## src/rtl/quad_input_filter.sv

```systemverilog
// quad_input_filter: synchronizes and debounces quadrature channels A/B before the decoder.
// Optional glitch counter: define QUAD_INPUT_FILTER_GLITCH_CNT_EN to add the glitch_cnt port.
module quad_input_filter #(
    parameter int STABLE_CNT = 4,
    parameter int CNT_W = 16
) (
    input  logic hwclk,
    input  logic reset,
    input  logic A,
    input  logic B,
    output logic a_out,
    output logic b_out,
    output logic chg,
`ifdef QUAD_INPUT_FILTER_GLITCH_CNT_EN
    output logic [7:0] glitch_cnt,
`endif
    output logic dual_chg
);
    localparam logic [CNT_W-1:0] LAST = CNT_W'(STABLE_CNT - 1);
    logic [1:0] s1, s2, diff, last, upd;
    logic [CNT_W-1:0] cnt_a, cnt_b;
    assign diff = s2 ^ {b_out, a_out};
    assign last = {cnt_b == LAST, cnt_a == LAST};
    assign upd = diff & last;
    // two-flop synchronizer for the raw encoder channels, bit 0 = A, bit 1 = B
    always_ff @(posedge hwclk or negedge reset)
        if (!reset) begin
            s1 <= '0;
            s2 <= '0;
        end else begin
            s1 <= {B, A};
            s2 <= s1;
        end
    // per-channel stability counters; an output flips only after STABLE_CNT disagreeing cycles
    always_ff @(posedge hwclk or negedge reset)
        if (!reset) begin
            cnt_a <= '0;
            cnt_b <= '0;
            a_out <= 1'b0;
            b_out <= 1'b0;
            chg <= 1'b0;
            dual_chg <= 1'b0;
        end else begin
            cnt_a <= diff[0] && !last[0] ? cnt_a + CNT_W'(1) : '0;
            cnt_b <= diff[1] && !last[1] ? cnt_b + CNT_W'(1) : '0;
            a_out <= a_out ^ upd[0];
            b_out <= b_out ^ upd[1];
            chg <= |upd;
            dual_chg <= &upd;
        end
`ifdef QUAD_INPUT_FILTER_GLITCH_CNT_EN
    logic [1:0] glt;
    logic [8:0] gsum;
    assign glt = ~diff & {cnt_b != '0, cnt_a != '0};
    assign gsum = {1'b0, glitch_cnt} + {8'd0, glt[0]} + {8'd0, glt[1]};
    // saturating count of pulses that died before the filter accepted them
    always_ff @(posedge hwclk or negedge reset)
        if (!reset)
            glitch_cnt <= '0;
        else
            glitch_cnt <= gsum > 9'd255 ? 8'd255 : gsum[7:0];
`endif
endmodule

```

## config.mk

```make
export PLATFORM = sky130hd
export DESIGN_NAME = quad_input_filter
export DESIGN_NICKNAME = d
export VERILOG_FILES = /design/src/rtl/quad_input_filter.sv
export SDC_FILE = /design/constraint.sdc
export NUM_CORES = 1
export LEC_CHECK = 0
export BUFFER_PORTS_ARGS = -buffer_cell sky130_fd_sc_hd__buf_2
export CAP_MARGIN = 20
export CORE_MARGIN = 1
export CORE_UTILIZATION = 50
export CTS_CLUSTER_SIZE = 10
export DETAILED_ROUTE_END_ITERATION = 10
export GPL_ROUTABILITY_DRIVEN = 0
export PLACE_DENSITY = 0.67
export SETUP_SLACK_MARGIN = 0.15
export SYNTH_ARGS = -nofsm -noshare
export SYNTH_HDL_FRONTEND = slang
export SYNTH_SLANG_ARGS = --single-unit
```

## constraint.sdc

```tcl
create_clock -name hwclk -period 2.1 [get_ports hwclk]
set_input_delay 0.42 -clock hwclk [delete_from_list [all_inputs] [get_ports hwclk]]
set_output_delay 0.42 -clock hwclk [all_outputs]
set_load 0.02 [all_outputs]
```

==> impl_metrics.toml, run 1 <==
[clock_network]
clock_path_buffers = 2
clock_sinks = 40
holdBufCountCts = 0
clock_tree.root_cell = "sky130_fd_sc_hd__clkbuf_8"
post_cts.resized_instances = 0
cts_tree = "done"
clkTransAtPathRegs_ns = 0.08
htree_num_levels = 2
clock_latency_ns = 0.28
cts_made_buffers = 5
post-cts-setup-buffers = 0

[sta]
final-hold-violation-count = 0
max_clock_freq_mhz = 586
finalWorstPathRequiredPeriod_ns = 1.71
worstMarginPinSlew_ns = 0.486
clock-skew-final_ns = 0.00343
totalNegativeSetupSlack_ns = 0
finalSetupViolCount = 0
rsz0062_at_grt = "no"
final.period_utilization_pct = 81.2
timing_max_transition_violations_final = 0
slew_headroom_pct = 67.6

[cells_and_area]
fin_nets = 197
ff_latch_area_um2 = 1000
layout-drive-gt1-share_pct = 14.6
antenna-diode-count = 0
design_area_um2 = 2100
layout-area-overhead-vs-synth_pct = 11.0
fillerInstances = 307
multi_input_gate_area_in_the_final_layout_um2 = 825

[logic_synthesis]
synth.ff_latch_count = 40
synth.yosys.seq_area_share_pct = 52.8
syn_area_per_cell_um2 = 10.4
postSynth.topFlopCell = "sky130_fd_sc_hd__dfrtp_1"
syn-cell-area_um2 = 1890
synth.yosys.warnings = 0
number_of_enable_type_register_cells_in_the_synthesized_netlist = 0
async_flop_share_pct = 100
postSynthCellCount = 183
synth_nets = 189
synth_cell_types = 25

[routing]
drt_iter0_markers = 70
detail_route.drc_violations = 0
vias = 1316
drt-total-wl_mm = 3.32
wire_per_inst_um = 13.9
drt-pass1-iter-count = 7
drtAntennaViolNets = 0
via_per_inst = 5.53

[power]
power_per_cell_area_nw_per_um2 = 1010
clockPowerShare_pct = 40.1
comb_power_share_pct = 16.4
switching_power_mw = 0.581
power_leakage_nw = 0.857
sequentialPowerShare_pct = 43.5
swShare_pct = 27.3
peakVddDrop_uv = 704
cellInternalPower_mw = 1.55

[global_route]
grt_remaining_overflow = 0
first_pass_grt_wire_length_mm = 5.78
global_route.usage.total_pct = 18.4
antenna_violations_before_repair = 0
grt_start_max_net_pins = 41
first_global_vias = 1201

[critical_path]
ff2ff_path_depth = 5
critical_path.endpoint = "cnt_b[3]$_DFF_PN0_"
class_of_the_most_critical_setup_path = "flip-flop to flip-flop"
critPathMaxStageDelay_ns = 0.43
critical_path.reg2reg.endpoint = "cnt_b[3]$_DFF_PN0_"
critical_path.startpoint_type = "flip-flop"
end_kind = "flip-flop"
crit_path_max_fanout = 15
critical_path.startpoint = "cnt_b[0]$_DFF_PN0_"
cpMaxStageDelayCell = "sky130_fd_sc_hd__dfrtp_1"
worst_ep_arrival_time_ns = 1.87
rr_startpoint = "cnt_b[0]$_DFF_PN0_"
cp.required_ns = 2.26
worst-r2r-setup-slack_ns = 0.39
worst_path_cell_trace = "ha_1, nor4b_1, nand4_1, nand2_2, nor2_1"

[die]
fp-row-count = 21
floorplan.die.height_um = 63.6
design.die.area_um2 = 4040
ioPinCount = 8
initial_core_util_pct = 54.6
die_w_um = 63.6
core_area_um2 = 3470

[place]
hpwl_after_detailed_placement_mm = 2.29
dpl_cell_area_um2 = 1940
placement.io_buffers = 7

[min_path]
hold_path.class = "input pin to async pin"

[status]
status = "complete, no violations"

[flow_run]
number_of_maximum_capacitance_constraint_violations = 0
==> critical path, delay by kind of cell, from the launching register on <==
family	cells	cell delay (ns)
AND/OR/NAND/NOR	4	0.89
flip-flops	1	0.43
adder cells (fa/ha/maj)	1	0.26
==> synthesized netlist by cell type (all sizes together), types with 5 or more instances <==
cell | count | area [um2]
nand4 | 14 | 100
nand3 | 9 | 50.1
nor4 | 11 | 75.1
xnor2 | 22 | 193
dfrtp | 40 | 1000
nor2 | 36 | 145
buf | 6 | 47.5
nor3 | 10 | 50.1
xor2 | 8 | 70.1
nand2 | 10 | 40.0
inv | 5 | 18.8
==> area by class of cell <==
type                            count  area share [%]
Multi-Input combinational cell    131            39.2
Tap cell                           46            2.74
Inverter                            5           0.892
Clock buffer                        5            3.27
Sequential cell                    40            47.6
Timing Repair Buffer                8            2.02
Clock inverter                      3            4.28
==> layer usage <==
layer | part of all wire (%) | track usage [%] | vias to the layer above
li1 | - | - | 637
met2 | 43 | 27.4 | 44
met5 | 0 | 0 | -
met1 | 50 | 26.8 | 631
met3 | 6.4 | 4.35 | 4
met4 | 1.0 | 5.11 | 0
==> registers in the layout, summed over array words and instances (netlist names), named ones only <==
register  count
s2            2
dual_chg      1
cnt_b        16
cnt_a        16
chg           1
s1            2
==> power groups by stage <==
stage	combinational (mW)	clock, mW	sequential (mW)
6_report	0.349	0.852	0.926
5_1_grt	0.396	0.885	0.941
4_1_cts	0.350	0.871	0.925
3_5_place_dp	0.344	0	0.939
3_3_place_gp	0.335	0	0.932
2_1_floorplan	0.279	0	0.936
==> cell families (layout without fill, tap and decap cells) <==
| kind of cell | count (synthesis) | in the layout | share of synthesized area, % |
|---|---|---|---|
| DFF | 40 | 40 | 52.8 |
| buffers and inverters | 12 | 21 | 3.76 |
| and+or+nand+nor | 97 | 97 | 27.0 |
| xor gates and xnor gates | 30 | 30 | 13.9 |
| adders and majority gates | 2 | 2 | 1.32 |
| muxes | 2 | 2 | 1.19 |
==> metrics by stage <==
stage               power, mW  util, %  hold WS (ns)  setup WS (ns)  std cells
finish                   2.13     60.6         0.176          0.394        238
global placement         1.27     56.0         0.340          0.309        230
floorplan                1.22        -         0.124          0.599        183
detailed placement       1.28     56.0         0.337          0.265        230
CTS                      2.15     60.6         0.198          0.276        238
global route             2.22     60.6         0.225          0.155        238
==> worst min-delay path by stage <==
| stage | startpoint | end | slack [ns] | cells past startpoint |
|---|---|---|---|---|
| 3_3_place_gp | s1[0]$_DFF_PN0_ | s2[0]$_DFF_PN0_ | 0.34 | 0 |
| 6_report | reset | cnt_a[14]$_DFF_PN0_ | 0.18 | 2 |
| 3_5_place_dp | s1[0]$_DFF_PN0_ | s2[0]$_DFF_PN0_ | 0.34 | 0 |
| 4_1_cts | reset | cnt_b[13]$_DFF_PN0_ | 0.20 | 2 |
| 2_1_floorplan | reset | async pin | 0.12 | 0 |
| 5_1_grt | A | s1[0]$_DFF_PN0_ | 0.22 | 1 |
==> cells in the final DEF (no fill, tap or decap), types with 4 or more instances in the layout <==
cell type,Yosys,layout
sky130_fd_sc_hd__dfrtp_1,40,40
sky130_fd_sc_hd__nor2_1,32,32
sky130_fd_sc_hd__xnor2_1,22,22
sky130_fd_sc_hd__nand4_1,12,12
sky130_fd_sc_hd__nor4_1,10,10
sky130_fd_sc_hd__nor3_1,10,10
sky130_fd_sc_hd__xor2_1,8,8
sky130_fd_sc_hd__nand2_1,9,8
sky130_fd_sc_hd__nand3_1,8,8
sky130_fd_sc_hd__buf_2,2,7
sky130_fd_sc_hd__inv_1,5,5
sky130_fd_sc_hd__clkbuf_8,0,5
sky130_fd_sc_hd__nor2_2,4,4
(Power assumes the default switching activity.)
==> run 2, diff against run 1 <==
--- a/config.mk
+++ b/config.mk
@@ -12,7 +12,7 @@
 export CTS_CLUSTER_SIZE = 10
 export DETAILED_ROUTE_END_ITERATION = 10
 export GPL_ROUTABILITY_DRIVEN = 0
-export PLACE_DENSITY = 0.67
+export PLACE_DENSITY = 0.69
 export SETUP_SLACK_MARGIN = 0.15
 export SYNTH_ARGS = -nofsm -noshare
 export SYNTH_HDL_FRONTEND = slang
==> constraint.sdc (replaced) <==
create_clock -name hwclk -period 1.47 [get_ports hwclk]
set_input_delay 0.294 -clock hwclk [delete_from_list [all_inputs] [get_ports hwclk]]
set_output_delay 0.294 -clock hwclk [all_outputs]
set_load 0.02 [all_outputs]
==> run 2 against run 1 <==
Compared with the run above:
- the flow now finishes with violations (setup timing)
- first-iteration DRC count is 8.6% lower
- power rose by 50%
- critical path type unchanged
- sequential power rose by 40%
- via count is 11% higher
- largest power group unchanged
- register-to-register slack worse by 0.42 ns
- routed wire length increased by 23%
- worst hold slack got worse by 0.085 ns
==> impl_metrics.toml, run 2 (synthesis gave the netlist of run 1 again) <==
[cells_and_area]
fin_nets = 229
layout-area-overhead-vs-synth_pct = 30.6
most-common-layout-cells = "sky130_fd_sc_hd__dfrtp_1 (38), sky130_fd_sc_hd__buf_4 (28), sky130_fd_sc_hd__nor2_1 (25)"
design_area_um2 = 2470
final_common_cell = "sky130_fd_sc_hd__dfrtp_1"
post_layout_nonfiller_instances = 270
layout-drive-gt1-share_pct = 35.7
finalCoreUtilization_pct = 71.4
antenna-diode-count = 0
reg.largest.list = "cnt_a: 16 flops, cnt_b: 16 flops"

[power]
switching_power_mw = 1.03
power_per_cell_area_nw_per_um2 = 1290
fin_total_pwr_mw = 3.19
power_leakage_nw = 1.04
swShare_pct = 32.4
comb_power_share_pct = 30.0
cellInternalPower_mw = 2.15
clockPowerShare_pct = 29.2
peakVddDrop_uv = 1120
sequentialPowerShare_pct = 40.8

[sta]
totalNegativeSetupSlack_ns = -0.235
finalWorstPathRequiredPeriod_ns = 1.50
rsz0062_at_grt = "yes"
timing.final.ws_setup_ns = -0.0252
max_clock_freq_mhz = 669
slew_headroom_pct = 71.2
clock-skew-final_ns = 0.00483
final-hold-violation-count = 0
timing_max_transition_violations_final = 0
finalSetupViolCount = 19
final.period_utilization_pct = 102
worstMarginPinSlew_ns = 0.431
holdWs_ns = 0.0915

[clock_network]
cts_made_buffers = 5
clkTransAtPathRegs_ns = 0.08
clock_tree.root_cell = "sky130_fd_sc_hd__clkbuf_8"
clock_sinks = 40
clock_path_buffers = 2
clock_latency_ns = 0.30
cts_tree = "done"
htree_num_levels = 2

[die]
fp-row-count = 21
ioPinCount = 8
design.die.area_um2 = 4040
initial_core_util_pct = 54.6
floorplan.die.height_um = 63.6
die_w_um = 63.6
core_area_um2 = 3470

[critical_path]
end_kind = "flip-flop"
ff2ff_path_depth = 6
class_of_the_most_critical_setup_path = "flip-flop to flip-flop"
critical_path.startpoint = "cnt_b[0]$_DFF_PN0_"
worst-r2r-setup-slack_ns = -0.03
worst_path_cell_trace = "ha_4, nor4b_4, nand4_1, nand2_2, buf_12, nor2_1"
rr_startpoint = "cnt_b[0]$_DFF_PN0_"
critPathMaxStageDelay_ns = 0.42
critical_path.endpoint = "cnt_b[7]$_DFF_PN0_"
cp.required_ns = 1.67
critical_path.reg2reg.endpoint = "cnt_b[7]$_DFF_PN0_"
cpMaxStageDelayCell = "sky130_fd_sc_hd__dfrtp_1"
critical_path.startpoint_type = "flip-flop"
crit_path_max_fanout = 10
worst_ep_arrival_time_ns = 1.69

[routing]
drt_iter0_markers = 64
drt-total-wl_mm = 4.09
drtAntennaViolNets = 0
vias = 1465
detail_route.drc_violations = 0
drt-pass1-iter-count = 4
via_per_inst = 5.43
wire_per_inst_um = 15.1

[global_route]
grt_remaining_overflow = 0
global_route.usage.total_pct = 22.9
grtUsageMet3_pct = 5.80
grt_start_max_net_pins = 25
grtUsageMet1_pct = 29.7
grtUsageMet2_pct = 36.2
first_pass_grt_wire_length_mm = 7.00
antenna_violations_before_repair = 0
grt.busiest_layer = "met2"
first_global_vias = 1522

[place]
dpl_cell_area_um2 = 2220
hpwl_after_detailed_placement_mm = 2.93
place_inst = 258
pre_cts_slack_ns = -0.0421
placement.io_buffers = 7

[status]
status = "finished, violations left"
failed_checks = "setup timing"

[min_path]
worstHoldPathCells = 1
hold_path.class = "input pin to flip-flop"

[flow_run]
number_of_maximum_capacitance_constraint_violations = 0
==> run 2: cell types whose count changed in the layout (fill, tap and decap cells not counted), sizes merged <==
cell and delta:
buf +31, bufinv -2, clkinvlp +1, dlygate4sd3 +1
inv +1
==> run 2: timing repair <==
| item | in CTS | in global routing |
|---|---|---|
| endpoints found under the hold margin | 16 | 0 |
| buffers inserted | 2 | 1 |
| endpoints found under the setup margin | 36 | 36 |
| pin swaps | 5 | 4 |
| gates resized for setup | 14 | 9 |
| hold buffers | 1 | 0 |
==> run 2: critical path, delay by kind of cell, from the launching register on <==
| kind | cells | cell delay [ns] |
|---|---|---|
| buf+inv | 1 | 0.14 |
| simple gates | 4 | 0.66 |
| flops | 1 | 0.42 |
| fa+ha+maj | 1 | 0.17 |
==> run 2: layout make-up <==
type	count	area [um2]
timing repair buffer	40	327
clock buffer	5	68.8
tap	46	57.6
sequential	40	1000
clock inverter	3	46.3
multi-input combinational	131	953
fill	255	993
inverter	5	18.8
==> run 2: power by group through the flow <==
stage	Clock [mW]	Sequential (mW)	Combinational (mW)
6_report	0.931	1.30	0.956
5_1_grt	0.991	1.31	1.03
4_1_cts	0.936	1.29	0.924
3_5_place_dp	0	1.31	0.837
3_3_place_gp	0	1.31	0.789
2_1_floorplan	0	1.35	0.430
==> run 2: routing by layer <==
layer,part of all wire [%],routed length (um)
met2,47,1930
met3,3.4,137
met4,1.6,66
met1,48,1950
met5,0,0
==> run 2: how the worst min path moves through the flow <==
stage | from | to | slack (ns)
2_1_floorplan | reset | async pin | -0.002
3_3_place_gp | reset | cnt_b[15]$_DFF_PN0_ | 0.25
3_5_place_dp | reset | cnt_b[12]$_DFF_PN0_ | 0.25
4_1_cts | A | s1[0]$_DFF_PN0_ | 0.09
5_1_grt | A | s1[0]$_DFF_PN0_ | 0.08
6_report | A | s1[0]$_DFF_PN0_ | 0.09
==> run 3, diff against run 2 <==
--- a/config.mk
+++ b/config.mk
@@ -9,6 +9,7 @@
 export CAP_MARGIN = 20
 export CORE_MARGIN = 1
 export CORE_UTILIZATION = 50
+export CTS_BUF_LIST = sky130_fd_sc_hd__clkbuf_16
 export CTS_CLUSTER_SIZE = 10
 export DETAILED_ROUTE_END_ITERATION = 10
 export GPL_ROUTABILITY_DRIVEN = 0
==> run 3 against run 2 <==
Compared with the run above:
- the flow still finishes with violations (setup timing)
- final area grew 4.4%
- clock skew shrank 0.0014 ns
- largest cell class is now multi-input gates
- routed wire length grew 7.7%
- critical endpoint is now cnt_a[0]$_DFF_PN0_
- die area is the same
- sequential cell count is the same
- setup slack lost 0.014 ns
- cell count shrank 0.37%
==> impl_metrics.toml, run 3 (synthesis gave the netlist of run 1 again) <==
[clock_network]
cts_made_buffers = 5
clock_path_buffers = 2
clkTransAtPathRegs_ns = 0.06
clock_latency_ns = 0.28
clock_sinks = 40
clock_tree.root_cell = "sky130_fd_sc_hd__clkbuf_16"
htree_num_levels = 2
cts_tree = "done"

[critical_path]
timing.critical_path.max_delay_family = "simple AND/OR/NAND/NOR gates"
class_of_the_most_critical_setup_path = "flip-flop to flip-flop"
worst-r2r-setup-slack_ns = -0.04
end_kind = "flip-flop"
cpMaxStageDelayCell = "sky130_fd_sc_hd__dfrtp_1"
crit_path_max_fanout = 15
critPathMaxStageDelay_ns = 0.36
cp.required_ns = 1.64
critical_path.startpoint_type = "flip-flop"
worst_ep_arrival_time_ns = 1.68
crit_path_buf_inv_count = 1
worst_path_cell_trace = "ha_2, nor4b_4, nand4_1, nand2_2, buf_12, nor2_1"

[die]
initial_core_util_pct = 54.6
ioPinCount = 8
fp-row-count = 21
core_area_um2 = 3470
floorplan.die.height_um = 63.6
design.die.area_um2 = 4040
die_w_um = 63.6

[cells_and_area]
fin_nets = 228
ff_latch_area_um2 = 1000
multi_input_gate_area_in_the_final_layout_um2 = 1010
reg.largest.list = "cnt_a: 16 flops, cnt_b: 16 flops"
design_area_um2 = 2580
antenna-diode-count = 0
fillerInstances = 231
most-common-layout-cells = "sky130_fd_sc_hd__dfrtp_1 (38), sky130_fd_sc_hd__buf_4 (27), sky130_fd_sc_hd__xnor2_1 (21)"
layout-area-overhead-vs-synth_pct = 36.5
layout-drive-gt1-share_pct = 39.5
final_common_cell = "sky130_fd_sc_hd__dfrtp_1"
finalCoreUtilization_pct = 74.5

[routing]
drtAntennaViolNets = 0
wire_per_inst_um = 16.3
vias = 1484
detail_route.drc_violations = 0
via_per_inst = 5.52
drt_iter0_markers = 96
drt-total-wl_mm = 4.40
drt-pass1-iter-count = 4

[global_route]
global_route.usage.total_pct = 25.2
grt_remaining_overflow = 0
antenna_violations_before_repair = 0
first_global_vias = 1584
grt_start_max_net_pins = 25
first_pass_grt_wire_length_mm = 7.62

[sta]
totalNegativeSetupSlack_ns = -0.834
slew_headroom_pct = 71.7
finalWorstPathRequiredPeriod_ns = 1.51
rsz0062_at_grt = "yes"
max_clock_freq_mhz = 663
final.period_utilization_pct = 103
clock-skew-final_ns = 0.00347
timing_max_transition_violations_final = 0
finalSetupViolCount = 31
worstMarginPinSlew_ns = 0.424
final-hold-violation-count = 0
timing.final.ws_setup_ns = -0.0391

[flow_run]
number_of_maximum_capacitance_constraint_violations = 0

[status]
status = "finished, violations left"
failed_checks = "setup timing"

[place]
placement.io_buffers = 7
pre_cts_slack_ns = -0.0421
dpl_cell_area_um2 = 2220
hpwl_after_detailed_placement_mm = 2.93

[min_path]
hold_path.class = "input pin to flip-flop"

[power]
peakVddDrop_uv = 1000
power_leakage_nw = 1.05
power_per_cell_area_nw_per_um2 = 1390
run 3: what timing repair did:
action	in CTS	in global routing
pin swaps	7	5
gates resized for setup	33	7
setup buffers	2	0
setup endpoints to repair	36	36
hold buffers	1	0
endpoints found under the hold margin	16	0
run 3: final cells by class:
type | count | area share (%)
Clock buffer | 5 | 4.84
Timing Repair Buffer | 39 | 12.3
Multi-Input combinational cell | 131 | 39.3
Inverter | 5 | 0.726
Tap cell | 46 | 2.23
Sequential cell | 40 | 38.8
Clock inverter | 3 | 1.79
run 3: path summary, 6_finish.rpt:
path                                    start             endpoint  cells past startpoint
setup / recovery           cnt_a[0]$_DFF_PN0_   cnt_a[0]$_DFF_PN0_                      6
min in group asynchronous               reset  cnt_b[13]$_DFF_PN0_                      2
hold / removal                              A      s1[0]$_DFF_PN0_                      1
hold reg to reg               s1[0]$_DFF_PN0_      s2[0]$_DFF_PN0_                      0
setup reg to reg           cnt_a[0]$_DFF_PN0_   cnt_a[0]$_DFF_PN0_                      6
max in group asynchronous               reset  cnt_a[12]$_DFF_PN0_                      3
run 3: where the power goes:
part           switching (mW)  internal [mW]  leakage (nW)
Sequential              0.104           1.20         0.538
Combinational           0.579          0.439         0.437
Clock                   0.457          0.806        0.0804
run 3: metrics by stage:
| stage | total power [mW] | hold WS [ns] | instances |
|---|---|---|---|
| global placement | 2.10 | 0.245 | 258 |
| floorplan | 1.78 | -0.00159 | 183 |
| CTS | 3.53 | 0.109 | 269 |
| global route | 3.74 | 0.102 | 269 |
| finish | 3.59 | 0.112 | 269 |
| detailed placement | 2.15 | 0.253 | 258 |
run 3: metal layers:
layer  part of all wire, %  up-vias  track usage [%]
met2                    50       26             41.0
met5                     0        -                0
met1                    46      748             32.2
li1                      -      704                -
met4                   1.0        0             10.2
met3                   3.0        6             5.98
